$ cat config.mk
export PLATFORM = sky130hd
export DESIGN_NAME = logic_result_fifo
export DESIGN_NICKNAME = d
export VERILOG_FILES = /design/src/rtl/logic_pkg.sv /design/src/rtl/logic_result_fifo_mem.sv /design/src/rtl/logic_result_fifo.sv
export SDC_FILE = /design/constraint.sdc
export NUM_CORES = 1
export LEC_CHECK = 0
export ABC_AREA = 1
export CORE_MARGIN = 4
export CORE_UTILIZATION = 49
export CTS_CLUSTER_SIZE = 30
export DETAILED_ROUTE_END_ITERATION = 8
export HOLD_SLACK_MARGIN = 0.06
export PLACE_DENSITY = 0.75
export SLEW_MARGIN = 10
export SYNTH_ARGS = -nofsm -noshare
export SYNTH_HDL_FRONTEND = slang
export SYNTH_HIERARCHICAL = 1
export SYNTH_SLANG_ARGS = --single-unit
$ cat constraint.sdc
create_clock -name clk -period 1.8 [get_ports clk]
set_input_delay 0.54 -clock clk [delete_from_list [all_inputs] [get_ports clk]]
set_output_delay 0.54 -clock clk [all_outputs]
set_load 0.05 [all_outputs]
$ cat src/rtl/logic_pkg.sv
// Shared types for the logic-unit result FIFO: op encoding and the stored entry layout.
// The entry carries zero/parity bits only when LOGIC_FIFO_STATUS_FLAGS_EN is defined.
package logic_pkg;

    localparam int unsigned DATA_W = 8;

    typedef enum logic [1:0] {
        OP_OR   = 2'b00,
        OP_AND  = 2'b01,
        OP_XOR  = 2'b10,
        OP_NOTX = 2'b11
    } logic_op_e;

    typedef struct packed {
        logic_op_e          op;
        logic [DATA_W-1:0]  data;
`ifdef LOGIC_FIFO_STATUS_FLAGS_EN
        logic               zero;
        logic               parity;
`endif
    } entry_t;

    function automatic entry_t make_entry(input logic [1:0] op, input logic [DATA_W-1:0] data);
        entry_t e;
        e.op     = logic_op_e'(op);
        e.data   = data;
`ifdef LOGIC_FIFO_STATUS_FLAGS_EN
        e.zero   = ~|data;
        e.parity = ^data;
`endif
        return e;
    endfunction

endpackage

$ cat src/rtl/logic_result_fifo_mem.sv
// Unreset register array backing the result FIFO: one synchronous write port and
// one asynchronous read port.
module logic_result_fifo_mem #(
    parameter int unsigned DEPTH  = 4,
    parameter int unsigned WIDTH  = 10,
    parameter int unsigned ADDR_W = (DEPTH > 1) ? $clog2(DEPTH) : 1
) (
    input  logic              clk_i,
    input  logic              we_i,
    input  logic [ADDR_W-1:0] waddr_i,
    input  logic [WIDTH-1:0]  wdata_i,
    input  logic [ADDR_W-1:0] raddr_i,
    output logic [WIDTH-1:0]  rdata_o
);

    logic [WIDTH-1:0] mem_q [DEPTH];

    always_ff @(posedge clk_i) begin
        if (we_i) begin
            mem_q[waddr_i] <= wdata_i;
        end
    end

    assign rdata_o = mem_q[raddr_i];

endmodule

$ cat src/rtl/logic_result_fifo.sv
// Valid/ready FIFO buffering logic-unit results with their op tag.
// Define LOGIC_FIFO_STATUS_FLAGS_EN to store and present per-entry zero/parity flags.
module logic_result_fifo #(
    parameter int unsigned DATA_W = 8,
    parameter int unsigned DEPTH  = 4,
    parameter int unsigned CNT_W  = $clog2(DEPTH) + 1
) (
    input  logic              clk,
    input  logic              rst_n,
    input  logic              in_valid,
    output logic              in_ready,
    input  logic [DATA_W-1:0] in_data,
    input  logic [1:0]        in_op,
    output logic              out_valid,
    input  logic              out_ready,
    output logic [DATA_W-1:0] out_data,
    output logic [1:0]        out_op,
    output logic [CNT_W-1:0]  count,
    output logic              out_zero,
    output logic              out_parity
);
    import logic_pkg::*;

    localparam int unsigned PtrW   = (DEPTH > 1) ? $clog2(DEPTH) : 1;
    localparam int unsigned EntryW = $bits(entry_t);

    logic [PtrW-1:0]  wr_ptr_q, wr_ptr_d;
    logic [PtrW-1:0]  rd_ptr_q, rd_ptr_d;
    logic [CNT_W-1:0] count_q, count_d;
    logic             push, pop;
    entry_t           wr_entry, head;

    // Handshakes come only from the registered count, so no input-to-output path exists.
    assign in_ready  = (count_q != CNT_W'(DEPTH));
    assign out_valid = (count_q != '0);
    assign push      = in_valid & in_ready;
    assign pop       = out_valid & out_ready;
    assign count     = count_q;

    always_comb begin
        wr_ptr_d = wr_ptr_q;
        rd_ptr_d = rd_ptr_q;
        count_d  = count_q;
        if (push) begin
            wr_ptr_d = (wr_ptr_q == PtrW'(DEPTH - 1)) ? '0 : wr_ptr_q + 1'b1;
        end
        if (pop) begin
            rd_ptr_d = (rd_ptr_q == PtrW'(DEPTH - 1)) ? '0 : rd_ptr_q + 1'b1;
        end
        case ({push, pop})
            2'b10:   count_d = count_q + 1'b1;
            2'b01:   count_d = count_q - 1'b1;
            default: count_d = count_q;
        endcase
    end

    always_ff @(posedge clk or negedge rst_n) begin
        if (!rst_n) begin
            wr_ptr_q <= '0;
            rd_ptr_q <= '0;
            count_q  <= '0;
        end else begin
            wr_ptr_q <= wr_ptr_d;
            rd_ptr_q <= rd_ptr_d;
            count_q  <= count_d;
        end
    end

    assign wr_entry = make_entry(in_op, in_data);

    logic_result_fifo_mem #(
        .DEPTH  (DEPTH),
        .WIDTH  (EntryW),
        .ADDR_W (PtrW)
    ) u_mem (
        .clk_i   (clk),
        .we_i    (push),
        .waddr_i (wr_ptr_q),
        .wdata_i (wr_entry),
        .raddr_i (rd_ptr_q),
        .rdata_o (head)
    );

    // Storage is never cleared, so the head is masked while empty.
    assign out_data = out_valid ? head.data : '0;
    assign out_op   = out_valid ? head.op   : 2'b00;

`ifdef LOGIC_FIFO_STATUS_FLAGS_EN
    assign out_zero   = out_valid & head.zero;
    assign out_parity = out_valid & head.parity;
`else
    assign out_zero   = 1'b0;
    assign out_parity = 1'b0;
`endif

endmodule

# ---- Word level (Yosys, flattened, before mapping)
# Memories as Yosys holds them, arrays and structs flattened.
# Index checks and enable logic that the tools add are counted.
dict set report classes {
  n_eq_ne 5
  reduce_logical 2
  mux 7
  bitwise 2
  n_addsub 4
}
# cell n
set op_table {}
lappend op_table {{2-to-1 mux 8 bit} 1}
lappend op_table {{== test 2 bit (second input constant)} 3}
lappend op_table {{2-to-1 mux 2 bit} 3}
lappend op_table {{case mux 3 bit (2 select lines)} 1}
lappend op_table {{adder 2 x 1 -> 2 bit (second input constant)} 2}
lappend op_table {{adder 3 x 1 -> 3 bit (second input constant)} 1}
lappend op_table {{inequality test 3 bit (second input constant)} 1}
lappend op_table {{nonzero test 3 bit} 1}
lappend op_table {{subtractor 3 x 1 -> 3 bit (second input constant)} 1}
lappend op_table {{AND 1 bit} 2}
lappend op_table {{== test 2 x 1 -> 1 bit (second input constant)} 1}
lappend op_table {{2-to-1 mux 1 bit} 2}
lappend op_table {{nonzero test 2 bit} 1}
dict set report totals {
  output_inout_bits 17
  ramBits 40
  n_memories 1
  elab_cells 24
  ff_bits 7
  input_bits 14
}
# memory words word_bits read_ports rd_ports_with_merged_regs write_ports line
set memory_table {}
lappend memory_table {u_mem.mem_q 4 10 1 0 1 logic_result_fifo_mem.sv:16} ;# logic [WIDTH-1:0] mem_q [DEPTH];

# ---- Depth between registers and ports, before layout
# Gate-level depths: netlist (run 1).
dict set report depth {
  depth_word 4
  mapped_depth 12
  depth_no_buf 12
}

# ---- Cells and area by module
# The synthesis (run 1) kept the hierarchy.
# module cells_per_inst instances area_per_inst_um2 seq_area_each_um2
set modules_own_cells {}
lappend modules_own_cells {logic_result_fifo_mem 164 1 1720.4 1201.2}
lappend modules_own_cells {logic_result_fifo 71 1 520.5 175.2}

# ---- Least setup slack after synthesis (run 1)
# No wires, ideal clock.
dict set report synth_timing {
  path_kind {reg2out}
  from {reg count_q[2], in the netlist count[2]}
  to {out out_data[0]}
  arrival_ps 1752
  n_path_buf 0
  required_time_ps 1260
  setup_slack_ps -492
  stages_incl_launch_ff 5
  cell_sequence {dfrtp_1 -> inv_2 -> nand2_4 -> inv_4 -> nor2_1}
}
dict set report synth_between {
  elab_chain_cells 2
}
# element line
set synth_rtl {}
lappend synth_rtl {{start, declared} logic_result_fifo.sv:29} ;# logic [CNT_W-1:0] count_q, count_d;
lappend synth_rtl {{start signal, assigned} logic_result_fifo.sv:65} ;# count_q <= count_d;
lappend synth_rtl {{nonzero test 3 bit} logic_result_fifo.sv:35} ;# assign out_valid = (count_q != '0);
lappend synth_rtl {{via out_valid} logic_result_fifo.sv:14} ;# output logic out_valid,
lappend synth_rtl {{2-to-1 mux 8 bit} logic_result_fifo.sv:85} ;# assign out_data = out_valid ? head.data : '0;
lappend synth_rtl {{end, declared} logic_result_fifo.sv:16} ;# output logic [DATA_W-1:0] out_data,
# The timed path passes the listed nets, and every way through them passes these cells.

==> flow_metrics.tcl, run 1 <==
set metrics [dict create \
    status "complete, but fails checks" \
    violations "setup timing" \
    vias 1650 \
    synthCells 235 \
    path_class "reg2out" \
    htreeDepth 2 \
    holdWs_ps 509 \
    die_h_um 75.6 \
    setup_viol 10 \
    rsz0062_at_grt "true" \
    critical_path.max_stage_delay_ps 530 \
    antenna_cells 0 \
    critPathMaxFanout 7 \
    cp_slowest_cell "dfrtp_2" \
    io_buffers 28 \
    synth.top_cell.area_share 0.536 \
    synth_common_cells "63 x nand2_1, 60 x inv_1, 40 x edfxtp_1" \
    async_flop_share 0.149 \
    pin_count 31 \
    hold_class "in2async" \
    cts_made_buffers 5 \
    initial_core_util 0.511 \
    syn2layout_area_growth_pct 46.0 \
    hpwl_mm 2.95 \
    drtIter0Drc 106 \
    wl_per_cell_um 14.4 \
    grt_pass1_vias 1654 \
    crit_arrival_ps 1530 \
    core_area_sq_um 4380 \
    synth_enable_flop_cells 40 \
    fin_nets 305 \
    cts_buffer_depth 2 \
    cts.sinks 47 \
    fmax_mhz 483 \
    grt_use_total 0.193 \
    required_ps 1260 \
    insertion_delay_ps 300 \
    die_w_um 75.6 \
    cp_num_buf_inv 3 \
    rows 24 \
    dr.pass1.iters 4 \
    drc 0 \
    cp_top_family "flip-flops" \
    ys_top_cells_by_area "edfxtp_1 54%, nand2_1 11%, inv_1 10%" \
    crit_chain "buf_6 -> nand2_4 -> nand3_4 -> nand2_2 -> inv_2 -> nor2_4 -> buf_12" \
    clk_pin_slew_worst_paths_ps 80 \
    ant_nets 0 \
    cts_tree "built" \
    fin_ws_ps -271 \
    fin_crit_sh 1.15 \
    critPathLaunchType "flip-flop" \
    syn_area_per_cell_sq_um 9.54 \
    routed_wl_mm 4.91 \
    overflow 0 \
    maxCapViolations 0 \
    synth_cell_types 21 \
    yosysSeqAreaShare 0.614 \
    final_hold_viol_count 0 \
    antenna_found_initial 0 \
    synth_area_sq_um 2240 \
    finalCoreUtilization 0.746 \
    grt_pass1_wl_mm 7.87 \
    place.gp.congestion 0.780 \
    synthFlopType "edfxtp_1" \
    end_kind "primary output" \
    clockRootBuffer "clkbuf_8" \
    design.die.area_sq_um 5720 \
    slew_viol_final 0 \
    fin_crit_ps 2070 \
    yosysWarnings 6 \
    ys_ff_latch 47 \
    cts_hold_buf 0 \
    yosysTopAreaCell "edfxtp_1" \
    grt_max_degree 21 \
    avgViaCountPerCell 4.85 \
    synth.most_common_cell "nand2_1" \
    drive_gt1_frac 0.448 \
    skew_ps 5.66 \
]
-- layout by cell type (no fill, tap or decap), types with 3 or more instances in the layout --
cell type,netlist,layout
inv_2,2,12
nor2_4,1,11
nand3_2,0,16
nand2_1,63,36
nand2_4,4,4
edfxtp_1,40,40
buf_4,4,17
dfrtp_1,7,3
nor3_2,0,4
buf_6,2,7
clkbuf_8,0,5
inv_1,60,49
dfrtp_2,0,4
nand3_1,25,8
clkdlybuf4s50_1,0,12
nand2_2,0,26
buf_12,0,13
-- metal layers --
metal / vias to the layer above / global-route usage / routed length (um) / share of wire
met4: 0 / 0.0718 / 65 / 0.013
met2: 50 / 0.351 / 2780 / 0.57
met5: - / 0 / 0 / 0
met1: 781 / 0.222 / 1820 / 0.37
li1: 814 / - / - / -
met3: 5 / 0.0435 / 249 / 0.051
-- worst register-to-register path, stage by stage, from the launching register on --
cell     delay [ps]
dfrtp_2         430
nor2_4          190
buf_6           130
nand2_4          60
nand2_4          90
ha_4            130
inv_2            40
fa_2            340
nand2_2          70
nand3_1          70
nand2_1          60
nand2_1          50
-- per-stage QoR --
| stage | cells | worst slack [ps] | setup TNS, ps | area (sq um) |
|---|---|---|---|---|
| 6_report | 340 | -271 | -2440 | 3270 |
| 5_1_grt | 340 | -342 | -3300 | 3270 |
| 3_3_place_gp | 328 | -266 | -5290 | 2920 |
| 2_1_floorplan | 236 | -95.0 | -3360 | 2370 |
| 3_5_place_dp | 328 | -327 | -7770 | 2920 |
| 4_1_cts | 338 | -204 | -1980 | 3200 |
-- timing repair --
item	CTS	global route
buffers inserted	0	1
pin swaps	50	5
endpoints found under the setup margin	11	12
resized for setup	56	17
cloned	2	1
-- area by class of cell --
class | count | area, sq um
sequential | 47 | 1380
fill | 291 | 1110
multi-input combinational | 118 | 852
timing repair buffer | 50 | 596
inverter | 64 | 255
clock buffer | 5 | 68.8
tap | 52 | 65.1
clock inverter | 3 | 43.8
timing repair inverter | 1 | 8.76
-- sequential cells by signal, indices dropped and copies added (netlist names) --
signal and count:
u_mem/mem_q 40, count 3, rd_ptr_q 2, wr_ptr_q 2
-- worst paths after layout --
path / startpoint / end / slack [ps] / depth (start not counted)
max in group asynchronous: rst_n / rd_ptr_q[0]$_DFFE_PN0P_ / 1010 / 1
max: rd_ptr_q[0]$_DFFE_PN0P_ / out_op[0] / -270 / 7
min reg2reg: count[2]$_DFFE_PN0P_ / count[2]$_DFFE_PN0P_ / 610 / 3
min in group clk: count[2]$_DFFE_PN0P_ / count[2]$_DFFE_PN0P_ / 610 / 3
max reg2reg: count[0]$_DFFE_PN0P_ / count[2]$_DFFE_PN0P_ / 50 / 11
min: rst_n / wr_ptr_q[0]$_DFFE_PN0P_ / 510 / 1
-- cells by family (layout without fill, tap and decap cells) --
kind of cell / count (synthesis) / in the layout / share of synthesized area
compound gates: 1 / 1 / 0.00223
xor+xnor: 1 / 1 / 0.00391
fa+ha+maj: 4 / 4 / 0.0257
buf+inv: 71 / 123 / 0.134
flops: 47 / 47 / 0.614
other cells: 1 / 2 / 0.00167
simple gates: 110 / 110 / 0.218
Power of run 1 is not shown: default switching activity piles up to over one toggle a cycle in this logic, so the estimate is an artifact.
==> inputs of run 2 (changes only) <==
--- a/config.mk
+++ b/config.mk
@@ -6,11 +6,10 @@
 export NUM_CORES = 1
 export LEC_CHECK = 0
-export ABC_AREA = 1
 export CORE_MARGIN = 4
-export CORE_UTILIZATION = 49
+export CORE_UTILIZATION = 47
 export CTS_CLUSTER_SIZE = 30
 export DETAILED_ROUTE_END_ITERATION = 8
 export HOLD_SLACK_MARGIN = 0.06
-export PLACE_DENSITY = 0.75
+export PLACE_DENSITY = 0.74
 export SLEW_MARGIN = 10
 export SYNTH_ARGS = -nofsm -noshare
==> constraint.sdc (replaced) <==
create_clock -name clk -period 1.8 [get_ports clk]
set_input_delay 0.27 -clock clk [delete_from_list [all_inputs] [get_ports clk]]
set_output_delay 0.27 -clock clk [all_outputs]
set_load 0.05 [all_outputs]
==> flow_metrics.tcl, run 2 <==
set metrics [dict create \
    drive_gt1_frac 0.544 \
    critPathLaunchType "flip-flop" \
    max-vdd-ir-drop_mv 1.09 \
    drc 0 \
    status "complete, but fails checks" \
    insertion_delay_ps 290 \
    core_area_sq_um 4000 \
    crit_chain "or3b_4 -> nand2_4 -> ha_4 -> inv_2 -> fa_2 -> xor2_1 -> nor2_1 -> xor2_1" \
    synthCells 100 \
    cts.sinks 47 \
    ys_ff_latch 47 \
    multiInputGateArea_sq_um 583 \
    avgViaCountPerCell 4.96 \
    fin_ws_ps -122 \
    clockRootBuffer "clkbuf_8" \
    cp_top_family "simple AND/OR/NAND/NOR gates" \
    grt_max_degree 15 \
    antenna_cells 0 \
    r2r_end "count[2]$_DFFE_PN0P_" \
    syn2layout_area_growth_pct 38.1 \
    ys_top_cells_by_area "edfxtp_1 62%, mux4_2 12%, dfrtp_1 9.0%" \
    synth_cell_types 25 \
    cts_buffer_depth 2 \
    yosysSeqAreaShare 0.709 \
    fin_nets 175 \
    io_buffers 28 \
    rows 23 \
    path_common_cell "xor2_1" \
    cellLeakagePower_nw 1.03 \
    crit_start "count[0]$_DFFE_PN0P_" \
    grt_pass1_wl_mm 5.50 \
    fin_crit_sh 1.07 \
    finalSetupTns_ps -1060 \
    grt_use_total 0.148 \
    critical_path.max_stage_delay_ps 430 \
    die_w_um 72.3 \
    skew_ps 5.16 \
    cp_num_buf_inv 1 \
    setup_viol 13 \
    place.gp.congestion 0.718 \
    slew_viol_final 0 \
    synth_enable_flop_cells 40 \
    place_ws_ps -115 \
    synth_common_cells "40 x edfxtp_1, 10 x and2_1, 10 x mux4_2" \
    required_ps 2010 \
    ant_nets 0 \
    overflow 0 \
    critPathMaxFanout 3 \
    final_hold_viol_count 0 \
    synth.top_cell.area_share 0.619 \
    synth.most_common_cell "edfxtp_1" \
    num-fill-cells 265 \
    r2r_slack_ps -120 \
    die_h_um 72.3 \
    synthFlopType "edfxtp_1" \
    power_density_nw_per_um2 2010 \
    syn_area_per_cell_sq_um 19.4 \
    grt_pass1_vias 1113 \
    yosysTopAreaCell "edfxtp_1" \
    clk_pin_slew_worst_paths_ps 80 \
    pin_count 31 \
    regArea_sq_um 1380 \
    final_common_cell "edfxtp_1" \
    synth_area_sq_um 1940 \
    rr_worst_depth 8 \
    violations "setup timing" \
    hpwl_mm 2.48 \
    fin_crit_ps 1920 \
    cts_made_buffers 5 \
    rsz0062_at_grt "true" \
    dr.pass1.iters 4 \
    crit_arrival_ps 2130 \
    design.die.area_sq_um 5220 \
    path_class "reg2reg" \
    initial_core_util 0.485 \
    final_cell_mix "40 x edfxtp_1, 22 x buf_4, 13 x clkdlybuf4s50_1, 13 x buf_6, 11 x and2_4" \
    r2r_start "count[0]$_DFFE_PN0P_" \
    cts_hold_buf 0 \
    hold_class "in2async" \
    wl_per_cell_um 16.9 \
    cp_slowest_cell "dfrtp_2" \
    fmax_mhz 520 \
    regMostFlops "u_mem/mem_q" \
    antenna_found_initial 0 \
    htreeDepth 2 \
    end_kind "flip-flop" \
    async_flop_share 0.149 \
    routed_wl_mm 3.51 \
    largest_reg_flops 40 \
    p_total_mw 5.39 \
    cts_tree "built" \
    yosysWarnings 6 \
    vias 1032 \
    drtIter0Drc 45 \
    maxCapViolations 0 \
]
[run 2: cell count changes after synthesis, moves of 4 or more]
cell | previous run | this run
nor3_1 | 4 | 0
nand3_1 | 25 | 0
mux4_2 | 0 | 10
and2_1 | 0 | 10
nand2_1 | 63 | 0
nor2_1 | 12 | 3
inv_1 | 60 | 4
nand2_4 | 4 | 0
[run 2: metrics by stage]
stage               std cells  utilization  cell area [sq um]  hold slack, ps
floorplan                 101            -               2010           -25.6
global placement          192        0.606               2420             551
detailed placement        192        0.606               2420             562
CTS                       206        0.660               2640             246
global route              208        0.670               2680             260
finish                    208        0.670               2680             249
[run 2: kinds of logic (layout without fill, tap and decap cells)]
logic type,count (synthesis),count (layout),share of synthesized area
flip-flops,47,47,0.709
other,1,2,0.00193
buffers and inverters,9,66,0.0258
multiplexers,15,15,0.148
AND/OR/NAND/NOR,21,21,0.0722
XOR/XNOR,3,3,0.0135
adder cells (fa/ha/maj),4,4,0.0296
[run 2: final cells by class]
type                    instances  area share
flip-flops and latches         47       0.516
multi-input cells              45       0.217
inverters                       4     0.00560
clock inverters                 1      0.0112
clock buffers                   7      0.0285
well taps                      50      0.0233
repair buffers                 54       0.198
[run 2: repair_timing]
action                     4_1_cts  5_1_grt
setup endpoints to repair       12       14
resized for setup               15       16
pin swaps                        4        0
cloned                           1        0
setup buffers                    5        5
hold endpoints to repair         0        0
[run 2: report_power, final]
group / switching (mW) / internal, mW / total [mW]
Sequential: 0.191 / 1.48 / 1.67
Clock: 0.309 / 0.415 / 0.724
Combinational: 1.51 / 1.48 / 3.00
Total: 2.01 / 3.38 / 5.39
[run 2: worst max-delay path by stage]
stage | cells past startpoint | slack [ps] | to
global route | 8 | -210 | count[2]$_DFFE_PN0P_
finish | 8 | -120 | count[2]$_DFFE_PN0P_
CTS | 5 | -160 | out_data[5]
global placement | 8 | -50 | count[2]$_DFFE_PN0P_
floorplan | 8 | -320 | count[2]$_DFFE_PN0P_
detailed placement | 8 | -120 | count[2]$_DFFE_PN0P_
[run 2: routing by layer]
| metal | wire, um | track usage | up-vias |
|---|---|---|---|
| li1 | - | - | 488 |
| met1 | 1330 | 0.155 | 513 |
| met2 | 1970 | 0.277 | 24 |
| met3 | 166 | 0.0485 | 7 |
| met4 | 46 | 0.0438 | 0 |
| met5 | 0 | 0 | - |
Power figures use the tool's default switching activity.
